## src/rtl/i2s_tx_fifo.sv

```systemverilog
`default_nettype none
// ============================================================================
// Module  : i2s_tx_fifo
// Brief   : Multi-lane I2S / left-justified audio transmitter fed by a
//           valid/ready sample FIFO, with underrun flag and mute.
// Rev     : 1.0  initial release
// ============================================================================
module i2s_tx_fifo #(
  parameter int SAMPLE_W   = 24,
  parameter int SLOT_W     = 32,
  parameter int LANES      = 1,
  parameter int FIFO_DEPTH = 4
) (
  input  logic                            sclk,
  input  logic                            aclr,
  input  logic [LANES*2*SAMPLE_W-1:0]     s_data,
  input  logic                            s_valid,
  output logic                            s_ready,
  input  logic                            fmt,
  input  logic                            mute,
  input  logic                            underrun_clr,
  output logic                            lrck,
  output logic [LANES-1:0]                dout,
  output logic                            underrun,
  output logic [$clog2(FIFO_DEPTH):0]     fifo_level
);

  localparam int c_FRAME  = 2 * SLOT_W;
  localparam int c_CNT_W  = $clog2(c_FRAME);
  localparam int c_AW     = $clog2(FIFO_DEPTH);
  localparam int c_WORD_W = LANES * 2 * SAMPLE_W;
  localparam int c_LAST_I = c_FRAME - 1;

  localparam logic [c_CNT_W-1:0] c_LAST = c_LAST_I[c_CNT_W-1:0];
  localparam logic [c_CNT_W-1:0] c_HALF = SLOT_W[c_CNT_W-1:0];
  localparam logic [c_CNT_W-1:0] c_ONE  = {{(c_CNT_W-1){1'b0}}, 1'b1};
  localparam logic [c_AW:0]      c_FULL = FIFO_DEPTH[c_AW:0];
  localparam logic [c_AW:0]      c_PTR_ONE = {{c_AW{1'b0}}, 1'b1};

  // Frame counter and word select
  logic [c_CNT_W-1:0] r_cnt;
  logic [c_CNT_W-1:0] w_cnt_nxt;
  logic               w_load;
  logic               r_lrck;

  always_comb begin
    w_load    = (r_cnt == c_LAST);
    w_cnt_nxt = w_load ? '0 : (r_cnt + c_ONE);
  end

  always_ff @(negedge sclk or posedge aclr) begin
    if (aclr) begin
      r_cnt  <= '0;
      r_lrck <= 1'b0;
    end else begin
      r_cnt  <= w_cnt_nxt;
      r_lrck <= (w_cnt_nxt >= c_HALF);
    end
  end

  assign lrck = r_lrck;

  // Sample FIFO: pointers carry one extra wrap bit so full/empty are distinct
  logic [c_WORD_W-1:0] r_mem [FIFO_DEPTH];
  logic [c_AW:0]       r_wptr;
  logic [c_AW:0]       r_rptr;
  logic [c_AW:0]       w_level;
  logic                w_full;
  logic                w_empty;
  logic                w_push;
  logic                w_pop;
  logic [c_WORD_W-1:0] w_frame;

  always_comb begin
    w_level = r_wptr - r_rptr;
    w_full  = (w_level == c_FULL);
    w_empty = (w_level == '0);
    w_push  = s_valid && !w_full;
    // Emptiness is judged on registered state, so a same-edge push is not seen
    w_pop   = w_load && !w_empty;
    w_frame = (w_pop && !mute) ? r_mem[r_rptr[c_AW-1:0]] : '0;
  end

  always_ff @(negedge sclk) begin
    if (w_push) begin
      r_mem[r_wptr[c_AW-1:0]] <= s_data;
    end
  end

  always_ff @(negedge sclk or posedge aclr) begin
    if (aclr) begin
      r_wptr <= '0;
      r_rptr <= '0;
    end else begin
      if (w_push) begin
        r_wptr <= r_wptr + c_PTR_ONE;
      end
      if (w_pop) begin
        r_rptr <= r_rptr + c_PTR_ONE;
      end
    end
  end

  assign s_ready    = !w_full;
  assign fifo_level = w_level;

  // Sticky underrun; a new underrun beats a simultaneous clear
  logic r_underrun;

  always_ff @(negedge sclk or posedge aclr) begin
    if (aclr) begin
      r_underrun <= 1'b0;
    end else if (w_load && w_empty) begin
      r_underrun <= 1'b1;
    end else if (underrun_clr) begin
      r_underrun <= 1'b0;
    end
  end

  assign underrun = r_underrun;

  // Per-lane serialiser: r_bit_lj is the left-justified stream, r_bit_i2s
  // is the same stream one sclk later.
  generate
    for (genvar k = 0; k < LANES; k++) begin : g_lane
      logic [SLOT_W-1:0]   w_slot_l;
      logic [SLOT_W-1:0]   w_slot_r;
      logic [c_FRAME-1:0]  w_load_vec;
      logic [c_FRAME-1:0]  r_shift;
      logic                r_bit_lj;
      logic                r_bit_i2s;

      always_comb begin
        w_slot_l = '0;
        w_slot_r = '0;
        w_slot_l[SLOT_W-1 -: SAMPLE_W] = w_frame[k*2*SAMPLE_W+SAMPLE_W +: SAMPLE_W];
        w_slot_r[SLOT_W-1 -: SAMPLE_W] = w_frame[k*2*SAMPLE_W +: SAMPLE_W];
        w_load_vec = {w_slot_l, w_slot_r};
      end

      always_ff @(negedge sclk or posedge aclr) begin
        if (aclr) begin
          r_shift   <= '0;
          r_bit_lj  <= 1'b0;
          r_bit_i2s <= 1'b0;
        end else begin
          if (w_load) begin
            r_bit_lj <= w_load_vec[c_FRAME-1];
            r_shift  <= {w_load_vec[c_FRAME-2:0], 1'b0};
          end else begin
            r_bit_lj <= r_shift[c_FRAME-1];
            r_shift  <= {r_shift[c_FRAME-2:0], 1'b0};
          end
          r_bit_i2s <= r_bit_lj;
        end
      end

      assign dout[k] = fmt ? r_bit_lj : r_bit_i2s;
    end
  endgenerate

endmodule
`default_nettype wire
```

## config.mk

```make
export PLATFORM = sky130hd
export DESIGN_NAME = i2s_tx_fifo
export DESIGN_NICKNAME = d
export VERILOG_FILES = /design/src/rtl/i2s_tx_fifo.sv
export SDC_FILE = /design/constraint.sdc
export NUM_CORES = 1
export LEC_CHECK = 0
export CAP_MARGIN = 20
export CELL_PAD_IN_SITES_DETAIL_PLACEMENT = 0
export CELL_PAD_IN_SITES_GLOBAL_PLACEMENT = 2
export CORE_ASPECT_RATIO = 0.9
export CORE_UTILIZATION = 35
export CTS_BUF_LIST = sky130_fd_sc_hd__clkbuf_16
export CTS_CLUSTER_DIAMETER = 120
export DETAILED_ROUTE_END_ITERATION = 7
export PLACE_DENSITY_LB_ADDON = 0.12
export SKIP_LAST_GASP = 1
export SYNTH_ARGS = -nofsm -noshare
export SYNTH_HDL_FRONTEND = slang
export SYNTH_SLANG_ARGS = --single-unit
```

## constraint.sdc

```tcl
create_clock -name sclk -period 3.8 [get_ports sclk]
set_clock_uncertainty 0.05 [all_clocks]
set_input_delay 0.38 -clock sclk [delete_from_list [all_inputs] [get_ports sclk]]
set_output_delay 0.38 -clock sclk [all_outputs]
set_load 0.03 [all_outputs]
```

Yosys cells after proc, flatten, opt, wreduce, memory -nomap -nowiden
Memories as Yosys holds them, arrays and structs flattened.
Index checks and enable logic that the tools add are counted.
{"block": "totals", "reg_bits": 80, "ramBits": 192, "output_inout_bits": 7, "memories": 1}
{"block": "classes", "add_sub_neg": 4, "magnitude_cmp": 1, "eq_ne": 2, "muxes": 9, "reduce_logical": 9}
{"memory": "r_mem", "depth": 4, "width": 48, "read_ports": 1, "rd_ports_with_merged_regs": 0, "write_ports": 1, "line": "64", "rtl": "logic [c_WORD_W-1:0] r_mem [FIFO_DEPTH];"}
{"op": "2-to-1 mux 64 bit", "n": 1}
{"op": "2-to-1 mux 48 bit", "n": 1}
{"op": "adder 3 x 1 -> 3 bit (second input constant)", "n": 2}
{"op": "adder 6 x 1 -> 6 bit (second input constant)", "n": 1}
{"op": "== test 6 bit (second input constant)", "n": 1}
{"op": ">= comparator 6 bit (second input constant)", "n": 1}
{"op": "2-to-1 mux 1 bit", "n": 6}
{"op": "2-to-1 mux 6 bit", "n": 1}
{"op": "logical AND 1 bit", "n": 4}
{"op": "== test 3 bit (second input constant)", "n": 1}
{"op": "logical NOT 1 bit", "n": 3}
{"op": "logical NOT 3 bit", "n": 1}
{"op": "subtractor 3 bit", "n": 1}
{"op": "nonzero test 2 bit", "n": 1}

Depth between registers and ports, before layout
Gate-level depths: netlist of run 1.
{"block": "logic_depth", "word_depth": 7, "depth_mapped": 8, "depth_no_buf": 6}

==> results of run 1 <==
==> sequential cells by signal (all words and copies together) (netlist names) <==
name / cells
r_rptr: 3
underrun: 1
r_cnt: 6
r_wptr: 3
lrck: 1
g_lane.r_bit_i2s: 1
g_lane.r_shift: 55
g_lane.r_bit_lj: 1
r_mem: 192
==> synth_stat cells, drive strengths merged <==
| master | instances |
|---|---|
| mux2 | 3 |
| a211oi | 1 |
| a22o | 47 |
| o21ai | 2 |
| or2 | 1 |
| o31ai | 2 |
| buf | 9 |
| edfxtp | 192 |
| xnor2 | 3 |
| a21oi | 2 |
| nand3 | 3 |
| mux4 | 48 |
| fa | 1 |
| inv | 9 |
| a221o | 1 |
| and3 | 5 |
| ha | 7 |
| clkbuf | 13 |
| a2111oi | 2 |
| xnor3 | 1 |
| and2 | 9 |
| o32ai | 1 |
| nand2 | 4 |
| xor2 | 4 |
| nand2b | 1 |
| nor2 | 4 |
| dfrtn | 71 |
| nor3 | 1 |
==> placed cells by master (no fill, tap or decap), types with 3 or more instances in the layout <==
master,netlist,routed
sky130_fd_sc_hd__buf_6,4,5
sky130_fd_sc_hd__clkdlybuf4s50_1,0,53
sky130_fd_sc_hd__and3_2,0,4
sky130_fd_sc_hd__clkinv_2,0,3
sky130_fd_sc_hd__buf_4,0,20
sky130_fd_sc_hd__edfxtp_1,192,192
sky130_fd_sc_hd__nor2_1,4,4
sky130_fd_sc_hd__a22o_1,47,47
sky130_fd_sc_hd__clkbuf_16,0,30
sky130_fd_sc_hd__clkinv_1,0,4
sky130_fd_sc_hd__inv_1,9,203
sky130_fd_sc_hd__mux4_2,48,48
sky130_fd_sc_hd__mux2_2,3,3
sky130_fd_sc_hd__inv_2,0,4
sky130_fd_sc_hd__and2_1,8,8
sky130_fd_sc_hd__nand3_1,3,3
sky130_fd_sc_hd__clkinvlp_2,0,3
sky130_fd_sc_hd__ha_1,7,6
sky130_fd_sc_hd__xor2_1,4,4
sky130_fd_sc_hd__xnor2_1,3,3
sky130_fd_sc_hd__nand2_1,4,4
sky130_fd_sc_hd__dfrtn_1,71,71
sky130_fd_sc_hd__buf_12,0,9
==> cells by family (layout without fill, tap and decap cells) <==
kind of cell	after synthesis	in the layout	synth area share
simple gates	28	28	0.0155
compound gates	58	58	0.0527
flops	263	263	0.781
other cells	0	1	0
xor+xnor	8	8	0.00881
mux	51	51	0.115
buf+inv	31	345	0.0157
fa+ha+maj	8	8	0.0111
==> through the flow <==
step | setup slack, ns | total power [mW] | TNS (ns) | hold WS (ns)
3_3_place_gp | -0.114 | 4.93 | -0.166 | 0.306
3_5_place_dp | -0.143 | 4.95 | -0.225 | 0.307
6_report | -0.637 | 7.99 | -1.69 | 0.310
4_1_cts | -0.672 | 8.12 | -1.83 | 0.310
5_1_grt | -0.711 | 8.51 | -1.99 | 0.316
2_1_floorplan | -0.199 | 4.44 | -0.329 | 0.259
==> where the power goes <==
group          total [mW]  internal [mW]  switching, mW
Clock                3.34           1.74           1.61
Combinational       0.987          0.448          0.539
Sequential           3.66           3.58         0.0831
Total                7.99           5.77           2.23
==> final cells by class <==
class,count,area share
well taps,354,0.0352
flip-flops and latches,263,0.599
diodes,1,0.000199
clock inverters,216,0.0683
inverters,8,0.00298
repair buffers,91,0.0768
multi-input cells,153,0.158
clock buffers,30,0.0596
==> repair_timing <==
action,in CTS,in global routing
setup buffers,3,2
setup endpoints to repair,7,4
gates resized for setup,14,3
pin swaps,2,1
==> how the worst min path moves through the flow <==
stage	to	slack, ns	depth (start not counted)
floorplan	g_lane[0].r_bit_i2s	0.26	0
global placement	g_lane[0].r_bit_i2s	0.31	0
detailed placement	g_lane[0].r_bit_i2s	0.31	0
CTS	g_lane[0].r_bit_i2s	0.31	0
global route	g_lane[0].r_bit_i2s	0.32	0
finish	g_lane[0].r_bit_i2s	0.31	0
==> worst max-delay path: stages (launching register included) <==
cell                       delay [ns]
sky130_fd_sc_hd__dfrtn_1         0.42
sky130_fd_sc_hd__inv_2           0.06
sky130_fd_sc_hd__ha_4            0.15
sky130_fd_sc_hd__fa_2            0.35
sky130_fd_sc_hd__xnor3_2         0.28
sky130_fd_sc_hd__nand2b_4        0.17
sky130_fd_sc_hd__buf_6           0.13
==> metal layers <==
| layer | vias to the layer above | part of all wire | GRT usage |
|---|---|---|---|
| met1 | 2707 | 0.45 | 0.189 |
| li1 | 2402 | - | - |
| met3 | 31 | 0.040 | 0.0317 |
| met5 | - | 0 | 0 |
| met2 | 86 | 0.49 | 0.236 |
| met4 | 0 | 0.021 | 0.0502 |
==> load_flow_metrics.sql, run 1 <==
INSERT INTO impl_metrics (metric_group, metric, value, unit) VALUES
('sta', 'rsz_0062_raised_after_global_routing', 'yes', ''),
('worst_hold_path', 'min-delay-start', 'g_lane[0].r_bit_lj', ''),
('worst_setup_path', 'worst-endpoint-arrival', '4.01', 'ns'),
('drt', 'route.detailed.vias_per_inst', '4.68', ''),
('power_and_ir_drop', 'leakage', '5.29', 'nW'),
('placement', 'placed_cells', '864', ''),
('cells_and_area', 'layout.core_utilization', '0.466', ''),
('global_route', 'number_of_antenna_violations_at_the_first_check_in_global_routing', '0', ''),
('floorplanning', 'floorplan.io_pins', '61', ''),
('worst_setup_path', 'rr_startpoint', 'r_wptr[0]', ''),
('cts', 'clk_pin_slew', '0.05', 'ns'),
('cells_and_area', 'fillers', '2412', ''),
('cts', 'cts_hold_buf', '0', ''),
('drt', 'routed_wire_length_per_instance', '17.2', 'microns'),
('sta', 'timing_hold_violations_final', '0', ''),
('worst_hold_path', 'hold_path_class', 'flip-flop to flip-flop', ''),
('synth', 'area_contributors_post_synth', 'sky130_fd_sc_hd__edfxtp_1 (60%), sky130_fd_sc_hd__dfrtn_1 (18%), sky130_fd_sc_hd__mux4_2 (11%), sky130_fd_sc_hd__a22o_1 (4.3%), sky130_fd_sc_hd__ha_1 (0.91%)', ''),
('cts', 'tritoncts_clock_tree', 'yes', ''),
('status', 'violations', 'negative setup slack', ''),
('placement', 'dpl_cell_area', '0.0109', 'sq mm'),
('floorplanning', 'floorplan.core_area', '0.0270', 'sq mm'),
('worst_setup_path', 'worst_setup_path_end_kind', 'output port', ''),
('sta', 'worst-slew-pin-transition', '0.821', 'ns'),
('placement', 'dp_hpwl', '9.98', 'mm'),
('cells_and_area', 'fin_cells', '1116', ''),
('global_route', 'number_of_global_route_vias_before_repair', '5903', ''),
('synth', 'seq_area_frac_synth', '0.781', ''),
('worst_setup_path', 'worstReg2RegEnd', 'r_wptr[1]', ''),
('synth', 'synthesis.yosys.warnings', '0', ''),
('cells_and_area', 'drive_above_1_share', '0.191', ''),
('run', 'cap_violations', '0', ''),
('worst_setup_path', 'critical_path_class', 'flip-flop to output port', ''),
('cts', 'cts.sinks', '263', ''),
('synth', 'netlist.area_leader.share', '0.597', ''),
('floorplanning', 'fp.dieH', '160', 'microns'),
('drt', 'detailedRoute.firstPassIterationCount', '4', ''),
('sta', 'setup_slack', '-0.637', 'ns'),
('placement', 'place_congestion', '0.695', ''),
('cts', 'ctsLongestPathBuffers', '3', ''),
('cts', 'cts_max_level', '1', ''),
('cells_and_area', 'footprint_of_the_flip_flops_and_latches', '0.00754', 'sq mm'),
('global_route', 'grt_start_max_net_pins', '72', ''),
('synth', 'synth_cells', '447', ''),
('cells_and_area', 'final_nets', '800', ''),
('cts', 'tritoncts.num_buffers', '29', ''),
('drt', 'initialDrtViolationCount', '267', ''),
('worst_setup_path', 'timing.critical_path.from', 'r_wptr[0]', ''),
('drt', 'routed_wl', '19.2', 'mm'),
('drt', 'detail-route-antenna-nets', '0', ''),
('status', 'outcome', 'finished with violations', ''),
('sta', 'max-slew-margin-rel', '0.453', ''),
('worst_setup_path', 'ff2ff_setup_slack', '1.15', 'ns'),
('synth', 'synth.net_count', '509', ''),
('placement', 'portBuffers', '60', ''),
('synth', 'synth_cell_type_count', '32', ''),
('synth', 'ys_ff_latch', '263', ''),
('sta', 'report.final.setup_viol', '3', ''),
('worst_setup_path', 'required_worst_endpoint', '3.37', 'ns'),
('sta', 'timing.final.max_slew_violations', '0', ''),
('cells_and_area', 'finalInstanceArea', '0.0126', 'sq mm'),
('worst_setup_path', 'critPathCapture', 's_ready', ''),
('cells_and_area', 'multiInputGateArea', '0.00200', 'sq mm'),
('synth', 'avgSynthCellArea', '21.6', 'sq um'),
('worst_setup_path', 'critical_path.max_fanout', '3', ''),
('drt', 'vias', '5226', ''),
('cts', 'worstSkewPairLatency', '0.60', 'ns'),
('drt', 'remaining_drc_errors', '0', ''),
('global_route', 'total_congestion_overflow', '0', ''),
('worst_setup_path', 'timing.reg2reg.worst_path_depth', '9', ''),
('global_route', 'grt_first_pass_wirelength', '31.3', 'mm'),
('synth', 'post_synth_instance_area', '0.00966', 'sq mm');
Power figures use the tool's default switching activity.
==> run 2, diff against run 1 <==
- CORE_ASPECT_RATIO: 0.9 -> 0.6
- DONT_BUFFER_PORTS: unset -> 1
- SKIP_LAST_GASP: 1 -> unset
==> run 2 against run 1 <==
  * The flow still finishes with violations (negative setup slack)
  * Power fell by 1.8%
  * Hold slack got worse by 0.031 ns
  * Setup slack improved by 0.086 ns
  * Sequential power barely moved
  * Die area barely moved
  * Wire length rose by 4.9%
  * Register-to-register slack barely moved
  * Cell count fell by 5.6%
  * Critical path type unchanged
  * Critical endpoint unchanged
  * Largest cell class unchanged
==> load_flow_metrics.sql, run 2 (synthesis gave the netlist of run 1 again) <==
INSERT INTO impl_metrics (metric_group, metric, value, unit) VALUES
('global_route', 'total_congestion_overflow', '0', ''),
('worst_setup_path', 'critical_path_class', 'flip-flop to output port', ''),
('cts', 'cts_hold_buf', '0', ''),
('drt', 'routed_wire_length_per_instance', '19.1', 'microns'),
('cells_and_area', 'mostFrequentLayoutCell', 'sky130_fd_sc_hd__inv_1', ''),
('floorplanning', 'num_rows', '46', ''),
('worst_setup_path', 'critical_path.max_fanout', '3', ''),
('sta', 'rsz_0062_raised_after_global_routing', 'yes', ''),
('cts', 'cts.sinks', '263', ''),
('power_and_ir_drop', 'vdd_drop_max', '0.000377', 'V'),
('sta', 'setup_total_negative_slack', '-1.57', 'ns'),
('cts', 'clk_root_buffer_cell', 'sky130_fd_sc_hd__clkbuf_16', ''),
('cts', 'cts_max_level', '1', ''),
('worst_setup_path', 'worst_path_dominant_cell_family', 'adder cells', ''),
('cts', 'worstSkewPairLatency', '0.60', 'ns'),
('cells_and_area', 'drive_above_1_share', '0.192', ''),
('placement', 'place_congestion', '0.704', ''),
('drt', 'detailedRoute.firstPassIterationCount', '4', ''),
('cells_and_area', 'insertedDiodeCount', '0', ''),
('sta', 'timing_hold_violations_final', '0', ''),
('worst_setup_path', 'cp_slowest_stage_delay', '0.43', 'ns'),
('power_and_ir_drop', 'p_per_area', '657', 'mW/mm^2'),
('cts', 'tritoncts.num_buffers', '27', ''),
('cells_and_area', 'fillers', '2427', ''),
('floorplanning', 'floorplan.core_area', '0.0268', 'sq mm'),
('power_and_ir_drop', 'final_total_pwr', '7.85', 'mW'),
('drt', 'vias', '4994', ''),
('cells_and_area', 'flip_flop_count_of_the_largest_register_all_copies_and_words_added', '192', ''),
('global_route', 'grt_first_pass_wirelength', '31.3', 'mm'),
('placement', 'placed_cells', '809', ''),
('floorplanning', 'die_w', '216', 'microns'),
('drt', 'maxUsedRoutingLayer', 'met4', ''),
('global_route', 'globalRouteTotalUtil', '0.150', ''),
('worst_setup_path', 'cp_slowest_cell', 'sky130_fd_sc_hd__dfrtn_1', ''),
('cts', 'ctsLongestPathBuffers', '3', ''),
('cells_and_area', 'layout.cells.most_common_list', 'sky130_fd_sc_hd__inv_1 (201), sky130_fd_sc_hd__edfxtp_1 (192), sky130_fd_sc_hd__dfrtn_1 (71)', ''),
('sta', 'setup_slack', '-0.551', 'ns'),
('cells_and_area', 'footprint_of_the_flip_flops_and_latches', '0.00754', 'sq mm'),
('cts', 'tritoncts_clock_tree', 'yes', ''),
('worst_setup_path', 'worstPathBufferInverterCount', '1', ''),
('global_route', 'number_of_global_route_vias_before_repair', '5354', ''),
('cts', 'clk_pin_slew', '0.05', 'ns'),
('worst_setup_path', 'required_worst_endpoint', '3.37', 'ns'),
('floorplanning', 'starting_utilization_of_the_core_area', '0.361', ''),
('status', 'outcome', 'finished with violations', ''),
('worst_setup_path', 'worst-endpoint-arrival', '3.92', 'ns'),
('floorplanning', 'die_area', '0.0283', 'sq mm'),
('cells_and_area', 'flow.area_growth_from_synthesis', '23.6', '%'),
('worst_setup_path', 'worst_setup_path_end_kind', 'output port', ''),
('sta', 'worst-slew-pin-transition', '0.838', 'ns'),
('drt', 'route.met3.wl', '1.34', 'mm'),
('global_route', 'number_of_antenna_violations_at_the_first_check_in_global_routing', '0', ''),
('floorplanning', 'fp.dieH', '131', 'microns'),
('sta', 'report.final.setup_viol', '3', ''),
('power_and_ir_drop', 'leakage', '4.99', 'nW'),
('drt', 'initialDrtViolationCount', '247', ''),
('worst_setup_path', 'timing.critical_path.cells', 'inv_2 > ha_4 > fa_2 > xnor3_2 > nand2b_4', ''),
('drt', 'met2RoutedLength', '9.34', 'mm'),
('cells_and_area', 'fin_cells', '1053', ''),
('placement', 'portBuffers', '0', ''),
('run', 'cap_violations', '0', ''),
('sta', 'timing.final.max_slew_violations', '0', ''),
('cells_and_area', 'final_nets', '734', ''),
('drt', 'route.detailed.vias_per_inst', '4.74', ''),
('cells_and_area', 'multiInputGateArea', '0.00199', 'sq mm'),
('worst_setup_path', 'timing.critical_path.from_type', 'flip-flop', ''),
('floorplanning', 'floorplan.io_pins', '61', ''),
('sta', 'fin_hold_ws', '0.279', 'ns'),
('worst_hold_path', 'hold_path_class', 'flip-flop to flip-flop', ''),
('sta', 'max-slew-margin-rel', '0.441', ''),
('drt', 'remaining_drc_errors', '0', ''),
('placement', 'dp_hpwl', '10.8', 'mm'),
('drt', 'route.layer.met1.wl', '9.19', 'mm'),
('status', 'violations', 'negative setup slack', ''),
('global_route', 'grt_start_max_net_pins', '58', ''),
('drt', 'routed_wl', '20.1', 'mm'),
('drt', 'detail-route-antenna-nets', '0', '');
[run 2: cell count changes in the layout (fill, tap and decap cells not counted), sizes merged]
cell,before,now
inv,209,206
dlygate4sd2,2,0
clkbuf,30,28
diode,1,0
clkdlybuf4s50,53,0
bufinv,1,2
buf,36,27
[run 2: worst paths after layout]
| kind | startpoint | end | slack (ns) | cells after the start |
|---|---|---|---|---|
| worst max-delay path | r_wptr[0] | s_ready | -0.55 | 5 |
| worst min-delay path | g_lane[0].r_bit_lj | g_lane[0].r_bit_i2s | 0.28 | 0 |
| worst max register to register | r_wptr[0] | r_mem[2][38] | 1.14 | 8 |
| worst min register to register | g_lane[0].r_bit_lj | g_lane[0].r_bit_i2s | 0.28 | 0 |
| max in group asynchronous | aclr | g_lane[0].r_shift[53] | 1.58 | 2 |
| min in group asynchronous | aclr | r_cnt[5] | 1.44 | 1 |
[run 2: where the power goes]
group / leakage, nW / internal [mW] / switching [mW]
logic: 0.800 / 0.330 / 0.508
registers: 2.73 / 3.58 / 0.0834
clock network: 1.46 / 1.74 / 1.60
[run 2: cell type report]
cell class,count,area share
clock inverters,214,0.0740
repair buffers,27,0.0275
flip-flops and latches,263,0.632
clock buffers,28,0.0587
well taps,360,0.0377
multi-input cells,153,0.167
inverters,8,0.00314
[run 2: per-stage QoR]
stage / setup WS (ns) / cell area (sq um) / util
2_1_floorplan: -0.199 / 9680 / -
4_1_cts: -0.579 / 11900 / 0.446
3_5_place_dp: -0.0326 / 10300 / 0.386
5_1_grt: -0.635 / 11900 / 0.446
6_report: -0.551 / 11900 / 0.446
3_3_place_gp: -0.0107 / 10300 / 0.386
[run 2: what timing repair did]
action / in CTS / in global routing
pin swaps: 2 / 1
setup endpoints to repair: 4 / 4
gates resized for setup: 2 / 0
setup buffers: 3 / 0
cloned: 0 / 0
[run 2: metal layers]
| metal | up-vias | GRT usage |
|---|---|---|
| met5 | - | 0 |
| met3 | 21 | 0.0525 |
| met4 | 0 | 0.0389 |
| met2 | 115 | 0.237 |
| li1 | 2273 | - |
| met1 | 2585 | 0.198 |
